### src/rtl/tpu_pkg.sv
// Shared definitions for the systolic-array sequencer: mode codes, FSM states, status bit positions.
package tpu_pkg;

    localparam logic [1:0] MODE_LOAD_A  = 2'b00;
    localparam logic [1:0] MODE_LOAD_B  = 2'b01;
    localparam logic [1:0] MODE_COMPUTE = 2'b10;
    localparam logic [1:0] MODE_READ    = 2'b11;

    localparam int UIO_STROBE   = 2;
    localparam int BIT_BUSY     = 4;
    localparam int BIT_DONE     = 5;
    localparam int BIT_OVF      = 6;
    localparam int BIT_RD_VALID = 7;

    localparam logic [7:0] UIO_OE_VAL = 8'hF0;

    typedef enum logic [2:0] {
        ST_IDLE,
        ST_LOAD_A,
        ST_LOAD_B,
        ST_COMPUTE,
        ST_DONE,
        ST_READ
    } state_t;

    function automatic state_t mode_to_state(input logic [1:0] mode);
        state_t s;
        case (mode)
            MODE_LOAD_A:  s = ST_LOAD_A;
            MODE_LOAD_B:  s = ST_LOAD_B;
            MODE_COMPUTE: s = ST_COMPUTE;
            default:      s = ST_READ;
        endcase
        return s;
    endfunction

endpackage

### src/rtl/tpu_seq_ctrl_if.sv
// Bus between the sequencer (master) and the systolic array (slave): skewed feeds, clear and result chain.
interface tpu_seq_ctrl_if #(
    parameter int N  = 2,
    parameter int DW = 8
);
    logic [N*DW-1:0] sys_a;
    logic [N*DW-1:0] sys_b;
    logic            sys_clr;
    logic            sys_chain_en;
    logic [DW-1:0]   sys_chain_out;

    modport master (
        output sys_a,
        output sys_b,
        output sys_clr,
        output sys_chain_en,
        input  sys_chain_out
    );

    modport slave (
        input  sys_a,
        input  sys_b,
        input  sys_clr,
        input  sys_chain_en,
        output sys_chain_out
    );
endinterface

### src/rtl/tpu_skew_feeder.sv
// Diagonal skew schedule: row lane i carries A[i][t-i], column lane j carries B[t-j][j], zero elsewhere.
module tpu_skew_feeder #(
    parameter int N  = 2,
    parameter int DW = 8,
    parameter int TW = 2
) (
    input  logic              en,
    input  logic [TW-1:0]     t,
    input  logic [N*N*DW-1:0] a_flat,
    input  logic [N*N*DW-1:0] b_flat,
    output logic [N*DW-1:0]   sys_a,
    output logic [N*DW-1:0]   sys_b
);
    for (genvar gi = 0; gi < N; gi++) begin : g_lane
        logic [DW-1:0] a_lane;
        logic [DW-1:0] b_lane;

        // At most one k matches t == gi + k, so the loop acts as a mux.
        always_comb begin
            a_lane = '0;
            b_lane = '0;
            if (en) begin
                for (int k = 0; k < N; k++) begin
                    if (int'(t) == gi + k) begin
                        a_lane = a_flat[(gi*N + k)*DW +: DW];
                        b_lane = b_flat[(k*N + gi)*DW +: DW];
                    end
                end
            end
        end

        assign sys_a[gi*DW +: DW] = a_lane;
        assign sys_b[gi*DW +: DW] = b_lane;
    end
endmodule

### src/rtl/tpu_seq_ctrl.sv
// Sequencer for an NxN systolic array: byte-serial A/B load, skewed compute feed, strobed result readout.
// Optional sticky overflow flag for dropped load strobes: define TPU_SEQ_CTRL_OVF_EN.
module tpu_seq_ctrl
    import tpu_pkg::*;
#(
    parameter int N  = 2,
    parameter int DW = 8
) (
    input  logic           clk,
    input  logic           rst_n,
    input  logic [DW-1:0]  ui_in,
    input  logic [7:0]     uio_in,
    output logic [DW-1:0]  uo_out,
    output logic [7:0]     uio_out,
    output logic [7:0]     uio_oe,
    tpu_seq_ctrl_if.master arr
);
    localparam int NN     = N * N;
    localparam int IDX_W  = $clog2(NN + 1);
    localparam int T_LAST = 3 * N - 3;
    localparam int T_W    = $clog2(T_LAST + 1);
    localparam logic [IDX_W-1:0] IDX_END = IDX_W'(NN);
    localparam logic [T_W-1:0]   T_END   = T_W'(T_LAST);

    state_t           state_q, state_d;
    logic [1:0]       mode_q;
    logic             strb_prev_q;
    logic [IDX_W-1:0] idx_q, idx_d;
    logic [T_W-1:0]   t_q, t_d;
    logic             done_q, done_d;
    logic             sys_clr_q, sys_clr_d;
    logic [DW-1:0]    a_mem_q [NN];
    logic [DW-1:0]    a_mem_d [NN];
    logic [DW-1:0]    b_mem_q [NN];
    logic [DW-1:0]    b_mem_d [NN];
    logic [NN*DW-1:0] a_flat, b_flat;

    logic [1:0] mode;
    logic       strobe_evt, mode_chg, wr_a, wr_b, chain_en;
    logic       rd_avail, busy, ovf;
    logic       unused_uio;

    assign mode       = uio_in[1:0];
    assign strobe_evt = uio_in[UIO_STROBE] & ~strb_prev_q;
    // IDLE has no mode of its own, so whatever mode is presented counts as a change.
    assign mode_chg   = (state_q == ST_IDLE) || (mode != mode_q);
    assign unused_uio = ^uio_in[7:3];

    always_comb begin
        state_d   = state_q;
        idx_d     = idx_q;
        t_d       = t_q;
        done_d    = done_q;
        sys_clr_d = 1'b0;
        wr_a      = 1'b0;
        wr_b      = 1'b0;
        chain_en  = 1'b0;
        if (mode_chg) begin
            state_d = mode_to_state(mode);
            idx_d   = '0;
            t_d     = '0;
            // Aborting a compute and starting a fresh load both discard the accumulators.
            if (state_q == ST_COMPUTE || state_d == ST_LOAD_A) begin
                done_d    = 1'b0;
                sys_clr_d = 1'b1;
            end
        end else begin
            case (state_q)
                ST_LOAD_A, ST_LOAD_B: begin
                    if (strobe_evt && idx_q < IDX_END) begin
                        wr_a  = (state_q == ST_LOAD_A);
                        wr_b  = (state_q == ST_LOAD_B);
                        idx_d = idx_q + IDX_W'(1);
                    end
                end
                ST_COMPUTE: begin
                    if (t_q == T_END) begin
                        state_d = ST_DONE;
                        done_d  = 1'b1;
                    end else begin
                        t_d = t_q + T_W'(1);
                    end
                end
                ST_READ: begin
                    if (strobe_evt && idx_q < IDX_END) begin
                        chain_en = 1'b1;
                        idx_d    = idx_q + IDX_W'(1);
                    end
                end
                default: ;
            endcase
        end
    end

    always_ff @(posedge clk or negedge rst_n) begin
        if (!rst_n) begin
            state_q     <= ST_IDLE;
            mode_q      <= '0;
            strb_prev_q <= 1'b0;
            idx_q       <= '0;
            t_q         <= '0;
            done_q      <= 1'b0;
            sys_clr_q   <= 1'b0;
        end else begin
            state_q     <= state_d;
            mode_q      <= mode;
            strb_prev_q <= uio_in[UIO_STROBE];
            idx_q       <= idx_d;
            t_q         <= t_d;
            done_q      <= done_d;
            sys_clr_q   <= sys_clr_d;
        end
    end

    for (genvar gi = 0; gi < NN; gi++) begin : g_mem
        assign a_mem_d[gi] = (wr_a && idx_q == IDX_W'(gi)) ? ui_in : a_mem_q[gi];
        assign b_mem_d[gi] = (wr_b && idx_q == IDX_W'(gi)) ? ui_in : b_mem_q[gi];

        always_ff @(posedge clk or negedge rst_n) begin
            if (!rst_n) begin
                a_mem_q[gi] <= '0;
                b_mem_q[gi] <= '0;
            end else begin
                a_mem_q[gi] <= a_mem_d[gi];
                b_mem_q[gi] <= b_mem_d[gi];
            end
        end

        assign a_flat[gi*DW +: DW] = a_mem_q[gi];
        assign b_flat[gi*DW +: DW] = b_mem_q[gi];
    end

`ifdef TPU_SEQ_CTRL_OVF_EN
    logic ovf_q, ovf_d;

    always_comb begin
        ovf_d = ovf_q;
        if (mode_chg && mode == MODE_LOAD_A) begin
            ovf_d = 1'b0;
        end else if (!mode_chg && (state_q == ST_LOAD_A || state_q == ST_LOAD_B)
                     && strobe_evt && idx_q >= IDX_END) begin
            ovf_d = 1'b1;
        end
    end

    always_ff @(posedge clk or negedge rst_n) begin
        if (!rst_n) ovf_q <= 1'b0;
        else        ovf_q <= ovf_d;
    end

    assign ovf = ovf_q;
`else
    assign ovf = 1'b0;
`endif

    tpu_skew_feeder #(
        .N  (N),
        .DW (DW),
        .TW (T_W)
    ) u_feeder (
        .en     (state_q == ST_COMPUTE),
        .t      (t_q),
        .a_flat (a_flat),
        .b_flat (b_flat),
        .sys_a  (arr.sys_a),
        .sys_b  (arr.sys_b)
    );

    assign busy             = (state_q == ST_COMPUTE);
    assign rd_avail         = (state_q == ST_READ) && (idx_q < IDX_END);
    assign uo_out           = rd_avail ? arr.sys_chain_out : '0;
    assign uio_oe           = UIO_OE_VAL;
    assign arr.sys_clr      = sys_clr_q;
    assign arr.sys_chain_en = chain_en;

    always_comb begin
        uio_out               = '0;
        uio_out[BIT_BUSY]     = busy;
        uio_out[BIT_DONE]     = done_q;
        uio_out[BIT_OVF]      = ovf;
        uio_out[BIT_RD_VALID] = rd_avail;
    end
endmodule

### src/flat_wrapper.sv
// flat-port wrapper written by rule: the top's interface ports become plain ports
module tpu_seq_ctrl_flat import tpu_pkg::*;
#(
    parameter int N  = 2,
    parameter int DW = 8
)
  (clk, rst_n, ui_in, uio_in, uo_out, uio_out, uio_oe, arr_sys_a, arr_sys_b, arr_sys_clr, arr_sys_chain_en, arr_sys_chain_out);
  tpu_seq_ctrl_if #(.N(N), .DW(DW)) arr_i ();
  input  logic clk;
  input  logic rst_n;
  input  logic [DW-1:0] ui_in;
  input  logic [7:0] uio_in;
  output logic [DW-1:0] uo_out;
  output logic [7:0] uio_out;
  output logic [7:0] uio_oe;
  output wire logic [$bits(arr_i.sys_a)-1:0] arr_sys_a;
  output wire logic [$bits(arr_i.sys_b)-1:0] arr_sys_b;
  output wire logic [$bits(arr_i.sys_clr)-1:0] arr_sys_clr;
  output wire logic [$bits(arr_i.sys_chain_en)-1:0] arr_sys_chain_en;
  input wire logic [$bits(arr_i.sys_chain_out)-1:0] arr_sys_chain_out;
  assign arr_sys_a = arr_i.sys_a;
  assign arr_sys_b = arr_i.sys_b;
  assign arr_sys_clr = arr_i.sys_clr;
  assign arr_sys_chain_en = arr_i.sys_chain_en;
  assign arr_i.sys_chain_out = arr_sys_chain_out;
  tpu_seq_ctrl #(.N(N), .DW(DW)) u_core (.clk(clk), .rst_n(rst_n), .ui_in(ui_in), .uio_in(uio_in), .uo_out(uo_out), .uio_out(uio_out), .uio_oe(uio_oe), .arr(arr_i));
endmodule
### config.mk
export PLATFORM = sky130hd
export DESIGN_NAME = tpu_seq_ctrl_flat
export DESIGN_NICKNAME = d
export VERILOG_FILES = /design/src/rtl/tpu_pkg.sv /design/src/rtl/tpu_seq_ctrl_if.sv /design/src/rtl/tpu_skew_feeder.sv /design/src/rtl/tpu_seq_ctrl.sv /design/src/flat_wrapper.sv
export SDC_FILE = /design/constraint.sdc
export NUM_CORES = 1
export LEC_CHECK = 0
export CAP_MARGIN = 10
export CELL_PAD_IN_SITES_DETAIL_PLACEMENT = 0
export CELL_PAD_IN_SITES_GLOBAL_PLACEMENT = 2
export CORE_ASPECT_RATIO = 1.5
export CORE_MARGIN = 2
export CORE_UTILIZATION = 33
export CTS_CLUSTER_SIZE = 28
export DETAILED_ROUTE_END_ITERATION = 16
export HOLD_SLACK_MARGIN = 0.12
export MAX_ROUTING_LAYER = met4
export PLACE_DENSITY = 0.78
export SLEW_MARGIN = 20
export SYNTH_ARGS = -nofsm -noshare
export SYNTH_HDL_FRONTEND = slang
export SYNTH_SLANG_ARGS = --single-unit
### constraint.sdc
create_clock -name clk -period 2.3 [get_ports clk]
set_clock_uncertainty 0.15 [all_clocks]
set_input_delay 0.23 -clock clk [delete_from_list [all_inputs] [get_ports clk]]
set_output_delay 0.23 -clock clk [all_outputs]
set_load 0.01 [all_outputs]
## After elaboration in Yosys (flattened, before gate mapping)

Cells that the tools add are included.

- Order comparisons: 1
- Bitwise logic cells: 2
- Add/sub/neg operators: 2
- Reductions and logical operators: 26
- Equal/unequal tests: 16
- Multiplexer cells: 39

Operators with widths:

| operator | number |
|---|---|
| $mux 8 | 13 |
| $mux 3 | 7 |
| $mux 1 | 15 |
| $eq 3x2->1 const B | 4 |
| $logic_and 1x1->1 | 10 |
| $eq 3x1->1 const B | 3 |
| $pmux 3 s3 | 1 |
| $eq 2x2->1 const B | 4 |
| $reduce_bool 2->1 | 4 |
| $logic_not 3->1 | 2 |
| $mux 2 | 3 |
| $reduce_and 2->1 | 3 |
| $logic_not 2->1 | 2 |
| $add 3x1->3 const B | 1 |
| $eq 3x3->1 const B | 1 |
| $lt 3x3->1 const B | 1 |
| $reduce_and 3->1 | 1 |
| $reduce_or 3->1 | 1 |
| $add 2x1->2 const B | 1 |
| $eq 2x1->1 const B | 1 |
| $logic_or 1x1->1 | 2 |
| $ne 2x1->1 const B | 1 |
| $ne 2x2->1 | 1 |
| $ne 2x2->1 const B | 1 |
| other kinds (3) | 3 |

- Word-level logic and storage cells: 101
- Flip-flop bits (word level): 77
- Bits of input ports: 26
- Output and inout bits: 58

## Longest topological paths before layout

Gate-level depths: netlist (run 1).

- Word-level depth: 7
- Mapped depth: 7
- Depth with buffers taken out: 5

## Modules after synthesis

Synthesis (run 1) repeated with hierarchy kept, for this count alone.

- Cells, all modules: 351
- Area, all modules: 4,175.3 µm²

Modules (own cells, without submodules):

| module | cells each | instances | area each (µm²) | seq. area each (µm²) |
|---|---|---|---|---|
| tpu_seq_ctrl | 256 | 1 | 3,563.4 | 1,926.8 |
| tpu_skew_feeder | 95 | 1 | 611.8 | 0.0 |

## Worst setup path after synthesis (run 1)

No wires, ideal clock.

- Path kind: reg-to-output
- From: reg u_core.t_q[0]
- To: out arr_sys_a[10]
- Path buffers: 2
- Setup slack: 0.283 ns
- Arrival: 1.637 ns
- Data required time: 1.920 ns
- Stages on the path, launching flop included: 8
- Path through: dfrtp_1 > inv_1 > ha_1 > clkbuf_1 > nor2b_1 > clkbuf_1 > a22oi_1 > nor2_1

- Cells in the longest elaborated chain, start to end: 4
- Elaborated cells on any way between the ends: 5
- Those cells by class: eq/ne: 2; mux: 3

Ends and longest elaborated chain:

| element | line | RTL |
|---|---|---|
| from (decl) | tpu_seq_ctrl.sv:29 | `logic [T_W-1:0] t_q, t_d;` |
| from (signal assigned) | tpu_seq_ctrl.sv:109 | `t_q <= t_d;` |
| $eq 2x2->1 | tpu_skew_feeder.sv:24 | `if (int'(t) == gi + k) begin` |
| $mux 8 | tpu_skew_feeder.sv:24 |  |
| $mux 8 * | tpu_skew_feeder.sv:24 |  |
| $mux 8 * | tpu_skew_feeder.sv:22 | `if (en) begin` |
| to (decl) | flat_wrapper.sv:16 | `output wire logic [$bits(arr_i.sys_a)-1:0] arr_sys_a;` |

Mark *: on every way between the ends. The rest lies on a longest branch, timed or not.

## Worst setup path after layout (run 1)

- From: reg u_core.t_q[1]
- To: out arr_sys_b[11]

- Cells in the longest elaborated chain, start to end: 4
- Elaborated cells on any way between the ends: 5
- Those cells by class: eq/ne: 2; mux: 3

Ends and longest elaborated chain:

| element | line | RTL |
|---|---|---|
| $eq 2x2->1 | tpu_skew_feeder.sv:24 |  |
| $mux 8 | tpu_skew_feeder.sv:24 |  |
| $mux 8 * | tpu_skew_feeder.sv:24 |  |
| $mux 8 * | tpu_skew_feeder.sv:22 |  |
| to (decl) | flat_wrapper.sv:17 | `output wire logic [$bits(arr_i.sys_b)-1:0] arr_sys_b;` |

Marked as above.

==> run_results.csv, run 1 <==
group,metric,value,unit
power,clkPwrFrac,40.1,%
timing,clock.fmax,0.4446,GHz
routing,highest_layer,"met4",
cells_and_area,drive_gt1_share,28.95,%
placed_design,gpl.final_weighted_congestion,0.7502,
timing,slew_violations,0,
floorplan,dieWidth,94.69,um
routing,wl,9854,um
critical_path,r2r-end,"u_core.b_flat[14]$_DFFE_PN0P_",
routing,first_pass_iters,5,
routing,drc,0,
power,switching_share,25.94,%
routing,post_drt_wl_per_cell,16.37,um
placed_design,preCtsSetupSlack,0.04444,ns
critical_path,reg2reg_setup_slack,0.18,ns
routing,drtIter0Drc,103,
critical_path,critPathTopFamily,"buffers and inverters",
clock_tree,cts_sinks,77,
power,leakagePower,2.818,nW
grt,grt_pass1_vias,3146,
power,ir_drop,0.4167,mV
cells_and_area,antenna_cells,0,
timing,layout_min_cycle_time,2.249,ns
clock_tree,path_clk_slew,0.06,ns
routing,ant_nets,0,
floorplan,die_y,140.0,um
routing,via_per_inst,5.098,
synthesis,yosysWarningCount,0,
routing,vias,3069,
power,switchingPower,0.9837,mW
grt,grt_overflow,0,
floorplan,io_pins,84,
synthesis,syn_inst,359,
critical_path,critPathLaunch,"u_core.t_q[1]$_DFFE_PN0P_",
critical_path,slowest_stage,"dfrtp_1",
cells_and_area,multi_input_comb_area,1981,um2
synthesis,synth_top_cell_by_area,"dfrtp_1",
status,outcome,"finished clean",
cells_and_area,seq_area,1929,um2
critical_path,path_cells,"inv_2 -> ha_2 -> nor2b_4 -> buf_6 -> a22oi_1 -> nor2_1 -> dlygate4sd2_1",
critical_path,slowest_delay,0.42,ns
clock_tree,cts_buffers,9,
critical_path,critPathRequiredTime,1.92,ns
synthesis,yosysTopAreaCellShare,47.33,%
synthesis,syn_area,4071,um2
timing,setup_viol,0,
power,powerDensity,695.1,nW/um2
floorplan,start_util,33.88,%
floorplan,design.die.area,13260,um2
synthesis,synth_ff_type,"dfrtp_1",
critical_path,cp.depth,7,
cells_and_area,fin_nets,482,
synthesis,ys_types,43,
critical_path,worstReg2RegStart,"u_core.state_q[0]$_DFFE_PN0P_",
clock_tree,clk_latency,0.34,ns
power,pwr-share-seq,40.6,%
placed_design,place_hpwl,6781,um
job,maxCapViolations,0,
grt,antenna_found_initial,0,
grt,grt_max_degree,78,
critical_path,endpoint_kind,"output port",
power,combPwrFrac,19.3,%
clock_tree,cts_tree,"yes",
placed_design,io_buffers,65,
synthesis,async_flop_share,100.0,%
synthesis,ys_ff_latch,77,
critical_path,critical_path_class,"reg -> out",
synthesis,seq_area_frac_synth,47.33,%
grt,grt_pass1_wl,16130,um
timing,fin_crit_sh,97.78,%
timing,hold_violations,0,
floorplan,row_count,49,
clock_tree,htree_levels,3,
synthesis,synth_edf_count,0,
routing,wl_met2,5468,um
synthesis,syn_avg_cell_area,11.34,um2
min_path,hold_class,"in -> async",
clock_tree,cts.path.max_buffers,2,
grt,groute.usage.overall,16.30,%
routing,m1WireLength,3900,um
routing,route.met3.wl,352,um
critical_path,crit_path_end,"arr_sys_b[11]",
power,internal-power,2.808,mW
timing,final.setup.tns,0,ns
cells_and_area,fill_cells,1200,
synthesis,yosys-top-cells-area,"dfrtp_1 47%, mux2_2 17%, ha_1 3.7%, a22oi_1 3.1%, buf_4 3.1%",
critical_path,crit_buf_inv,3,
critical_path,cp-start-kind,"flop",
clock_tree,cts-root-buf,"clkbuf_16",
critical_path,cp.arrival,1.87,ns
critical_path,worstRegToRegCells,4,
timing,final.setup.worst_slack,0.05100,ns
critical_path,cp_max_fo,8,
floorplan,core_area,12020,um2
cells_and_area,areaGrowthSynthToFinish,33.99,%
-- power groups by stage --
stage / clock network (mW) / logic [mW] / registers, mW
6_report: 1.52 / 0.732 / 1.54
5_1_grt: 1.61 / 0.814 / 1.55
4_1_cts: 1.55 / 0.725 / 1.54
3_5_place_dp: 0 / 0.711 / 1.56
3_3_place_gp: 0 / 0.699 / 1.55
2_1_floorplan: 0 / 0.416 / 1.54
-- final cells by class --
class | count | share of cell area [%]
Clock inverter | 6 | 1.583
Timing Repair Buffer | 99 | 18.10
Clock buffer | 10 | 4.381
Inverter | 11 | 0.7569
Tap cell | 153 | 3.509
Sequential cell | 77 | 35.37
Multi-Input combinational cell | 246 | 36.31
-- sequential cells by signal, summed over array words and instances, names as in the netlist --
signal	count
u_core.a_flat	32
u_core.arr.sys_clr	1
u_core.b_flat	32
u_core.done_q	1
u_core.idx_q	3
u_core.mode_q	2
u_core.state_q	3
u_core.strb_prev_q	1
u_core.t_q	2
-- routing by layer --
metal / vias up / GRT usage (%)
met5: - / -
met4: 0 / 5.187
met3: 8 / 3.174
met2: 66 / 28.89
met1: 1567 / 18.12
li1: 1428 / -
-- cell usage after synthesis, types with 6 or more instances --
cell	count
a21oi_1	19
a22oi_1	17
and3_1	8
buf_4	17
clkbuf_1	14
dfrtp_1	77
ha_1	12
inv_1	11
mux2_2	61
nand2_1	17
nand3b_1	17
nor2_1	21
o21ai_0	6
-- worst min path at each step --
| stage | start | to | slack (ns) | cells after the start |
|---|---|---|---|---|
| after floorplan | rst_n | u_core.a_flat[0]$_DFFE_PN0P_ | -0.22 | 0 |
| after global placement | rst_n | u_core.arr.sys_clr$_DFF_PN0_ | 0.15 | 2 |
| after detailed placement | rst_n | u_core.a_flat[10]$_DFFE_PN0P_ | 0.15 | 2 |
| after CTS | rst_n | u_core.a_flat[10]$_DFFE_PN0P_ | 0.33 | 3 |
| after global routing | rst_n | u_core.arr.sys_clr$_DFF_PN0_ | 0.34 | 3 |
| final | rst_n | u_core.arr.sys_clr$_DFF_PN0_ | 0.28 | 3 |
-- timing repair --
action,4_1_cts,5_1_grt
setup endpoints to repair,40,31
pin swaps,0,2
buffers inserted,1,4
resized for setup,31,39
cloned,1,0
endpoints found under the hold margin,77,0
hold buffers,1,0
-- placed cells by master, fill, tap and decap left out, types with 3 or more instances in the layout --
cell type        instances
nor4bb_1                 5
clkdlybuf4s50_1         24
a31oi_1                  4
dlymetal6s2s_1          19
nand4bb_1                3
dlygate4sd2_1           16
clkbuf_2                 4
nor4_4                   3
a21oi_1                 18
and3_1                   8
mux2_1                   3
mux2_2                  61
ha_1                     9
nand3b_1                17
inv_1                    9
o21ai_0                  6
buf_12                   4
clkbuf_16                9
nor3_1                   3
conb_1                  13
a22oi_1                 17
dfrtp_1                 75
nor2b_1                  3
buf_4                   22
buf_6                    7
nor2_1                  21
nand2_1                 17
nand4_1                  3
-- through the flow --
| step | total power, mW | cells | hold WS [ns] | util (%) | cell area (um2) |
|---|---|---|---|---|---|
| 6_report | 3.792 | 602 | 0.2769 | 45.40 | 5455 |
| 3_3_place_gp | 2.252 | 579 | 0.1457 | 41.60 | 4999 |
| 2_1_floorplan | 1.957 | 370 | -0.2156 | - | 4113 |
| 5_1_grt | 3.978 | 602 | 0.3372 | 45.40 | 5455 |
| 4_1_cts | 3.808 | 598 | 0.3341 | 44.56 | 5355 |
| 3_5_place_dp | 2.271 | 579 | 0.1510 | 41.60 | 4999 |
-- cell families after synthesis --
family,Yosys count,share of synthesized area (%)
simple gates,98,15.55
flops,77,47.33
mux,64,17.70
compound gates,55,8.667
buf+inv,47,6.023
fa+ha+maj,12,3.688
xor+xnor,4,0.8606
other cells,2,0.1845
-- worst register-to-register path: stages, from the launching register on --
cell	delay (ns)
dfrtp_1	0.42
or3b_1	0.59
nor4_4	0.27
buf_4	0.22
mux2_2	0.35
Power figures use the tool's default switching activity.
==> run 2: changes to the inputs <==
--- a/config.mk
+++ b/config.mk
@@ -15,7 +15,7 @@
 export DETAILED_ROUTE_END_ITERATION = 16
 export HOLD_SLACK_MARGIN = 0.12
 export MAX_ROUTING_LAYER = met4
-export PLACE_DENSITY = 0.78
+export PLACE_DENSITY_LB_ADDON = 0.1
 export SLEW_MARGIN = 20
 export SYNTH_ARGS = -nofsm -noshare
 export SYNTH_HDL_FRONTEND = slang
==> run 2 against run 1 <==
Worst setup slack gained 0.035 ns; largest power group unchanged; critical endpoint unchanged; power shrank 3.8%; routed wire length grew 9.1%; sequential power is essentially flat; highest routed layer unchanged; via count grew 0.33%; global-route usage grew 1.6 points.
==> run_results.csv, run 2 (synthesized netlist as in run 1, its figures left out) <==
group,metric,value,unit
routing,via_per_inst,5.056,
power,internal-power,2.653,mW
cells_and_area,final_cell_mix,"74 x dfrtp_1, 61 x mux2_2, 31 x buf_4",
clock_tree,clk_latency,0.33,ns
placed_design,io_buffers,65,
timing,slew_violations,0,
critical_path,slowest_stage,"dfrtp_2",
grt,antenna_found_initial,0,
grt,groute.usage.overall,17.88,%
clock_tree,cts.path.max_buffers,2,
timing,maxSlewHeadroom,41.64,%
clock_tree,cts-root-buf,"clkbuf_16",
floorplan,design.die.area,13260,um2
clock_tree,path_clk_slew,0.06,ns
cells_and_area,drive_gt1_share,31.14,%
critical_path,cp_max_fo,6,
timing,setup_viol,0,
timing,layout_min_cycle_time,2.214,ns
cells_and_area,fin_nets,490,
power,clkPwrFrac,36.8,%
routing,wl,10760,um
clock_tree,cts_tree,"yes",
routing,post_drt_wl_per_cell,17.66,um
critical_path,critPathLaunch,"u_core.t_q[1]$_DFFE_PN0P_",
timing,final.setup.tns,0,ns
job,maxCapViolations,0,
power,ir_drop,0.3318,mV
critical_path,cp.arrival,1.83,ns
critical_path,critPathRequiredTime,1.92,ns
cells_and_area,antenna_cells,0,
min_path,hold_class,"in -> async",
critical_path,r2r-end,"u_core.b_flat[17]$_DFFE_PN0P_",
routing,vias,3079,
critical_path,critical_path_class,"reg -> out",
placed_design,gpl.final_weighted_congestion,0.7640,
power,switching_share,27.25,%
grt,grt_pass1_wl,17460,um
timing,tightest_slew,0.8724,ns
grt,grt_overflow,0,
placed_design,preCtsSetupSlack,-0.04929,ns
grt,grt_pass1_vias,3269,
floorplan,start_util,33.88,%
timing,rsz0062_at_grt,"true",
power,pwr-share-seq,42.2,%
critical_path,worstReg2RegStart,"u_core.state_q[2]$_DFFE_PN0P_",
power,leakagePower,2.672,nW
critical_path,worstRegToRegCells,4,
timing,final.setup.worst_slack,0.08560,ns
floorplan,io_pins,84,
critical_path,path_cells,"inv_2 -> ha_4 -> nor2b_4 -> buf_6 -> a22oi_1 -> nor2_1 -> dlygate4sd2_1",
floorplan,row_count,49,
grt,grt_max_degree,41,
critical_path,endpoint_kind,"output port",
power,p_total,3.647,mW
critical_path,crit_path_end,"arr_sys_b[11]",
routing,first_pass_iters,4,
clock_tree,htree_levels,3,
floorplan,core_area,12020,um2
routing,drtIter0Drc,87,
power,switchingPower,0.9939,mW
critical_path,cp-start-kind,"flop",
timing,clock.fmax,0.4516,GHz
critical_path,reg2reg_setup_slack,0.21,ns
routing,drc,0,
placed_design,place_hpwl,7493,um
clock_tree,cts_sinks,77,
cells_and_area,areaGrowthSynthToFinish,34.82,%
critical_path,slowest_delay,0.44,ns
power,combPwrFrac,20.9,%
cells_and_area,final_common_cell,"dfrtp_1",
power,powerDensity,664.4,nW/um2
clock_tree,cts_buffers,9,
routing,ant_nets,0,
timing,hold_violations,0,
timing,fin_crit_sh,96.28,%
floorplan,dieWidth,94.69,um
floorplan,die_y,140.0,um
status,outcome,"finished clean",
-- run 2: cell types whose count changed in the layout (fill, tap and decap cells not counted), sizes merged --
cell and change:
buf +8, bufinv -2, clkbuf +5, clkdlybuf4s15 +5
clkdlybuf4s50 +1, clkinv -2, clkinvlp -1, dlygate4sd2 +4
dlymetal6s2s -11
-- run 2: worst max-delay path, delay by kind of cell (launching register included) --
family	cells	cell delay, ns
AND/OR/NAND/NOR	2	0.29
buffers and inverters	3	0.52
adder cells (fa/ha/maj)	1	0.17
AO/OA/AOI/OAI	1	0.07
flip-flops	1	0.44
-- run 2: final cells by class --
cell class | count | area, um2
clock inverter | 1 | 5.005
timing repair buffer | 107 | 1021
fill | 1175 | 6528
tap | 153 | 191.4
sequential | 77 | 1931
multi-input combinational | 246 | 2026
clock buffer | 14 | 274.0
inverter | 11 | 41.29
-- run 2: repair_timing --
action / 4_1_cts / 5_1_grt
endpoints found under the hold margin: 37 / 0
setup buffers: 3 / 3
gates cloned: 1 / 0
pin swaps: 1 / 1
resized for setup: 50 / 34
setup endpoints to repair: 41 / 36
hold buffers: 1 / 0
-- run 2: per-layer routing --
metal	vias up	routed length [um]	global-route usage [%]	part of all wire, %
li1	1450	-	-	-
met1	1548	4300	20.01	40
met2	67	5910	31.77	55
met3	14	352	3.174	3.3
met4	0	192	5.645	1.8
met5	-	0	-	0
-- run 2: power by group through the flow --
| stage | combinational [mW] | sequential, mW | clock, mW |
|---|---|---|---|
| 5_1_grt | 0.844 | 1.56 | 1.43 |
| 4_1_cts | 0.753 | 1.54 | 1.38 |
| 3_5_place_dp | 0.734 | 1.56 | 0 |
| 3_3_place_gp | 0.722 | 1.56 | 0 |
| 2_1_floorplan | 0.416 | 1.54 | 0 |
| 6_report | 0.764 | 1.54 | 1.34 |
-- run 2: worst min-delay path by stage --
stage | from | cells after the start | slack [ns] | endpoint
2_1_floorplan | rst_n | 0 | -0.22 | u_core.a_flat[0]$_DFFE_PN0P_
3_3_place_gp | rst_n | 1 | 0.11 | u_core.a_flat[3]$_DFFE_PN0P_
3_5_place_dp | rst_n | 1 | 0.11 | u_core.a_flat[3]$_DFFE_PN0P_
4_1_cts | rst_n | 2 | 0.30 | u_core.a_flat[3]$_DFFE_PN0P_
5_1_grt | rst_n | 2 | 0.33 | u_core.a_flat[3]$_DFFE_PN0P_
6_report | rst_n | 2 | 0.28 | u_core.a_flat[3]$_DFFE_PN0P_
-- run 2: through the flow --
step | hold WS (ns) | std cells | util, % | area [um2]
2_1_floorplan | -0.2156 | 370 | - | 4113
3_3_place_gp | 0.1147 | 586 | 42.16 | 5066
3_5_place_dp | 0.1132 | 586 | 42.16 | 5066
4_1_cts | 0.2964 | 606 | 45.09 | 5418
5_1_grt | 0.3274 | 609 | 45.68 | 5489
6_report | 0.2755 | 609 | 45.68 | 5489
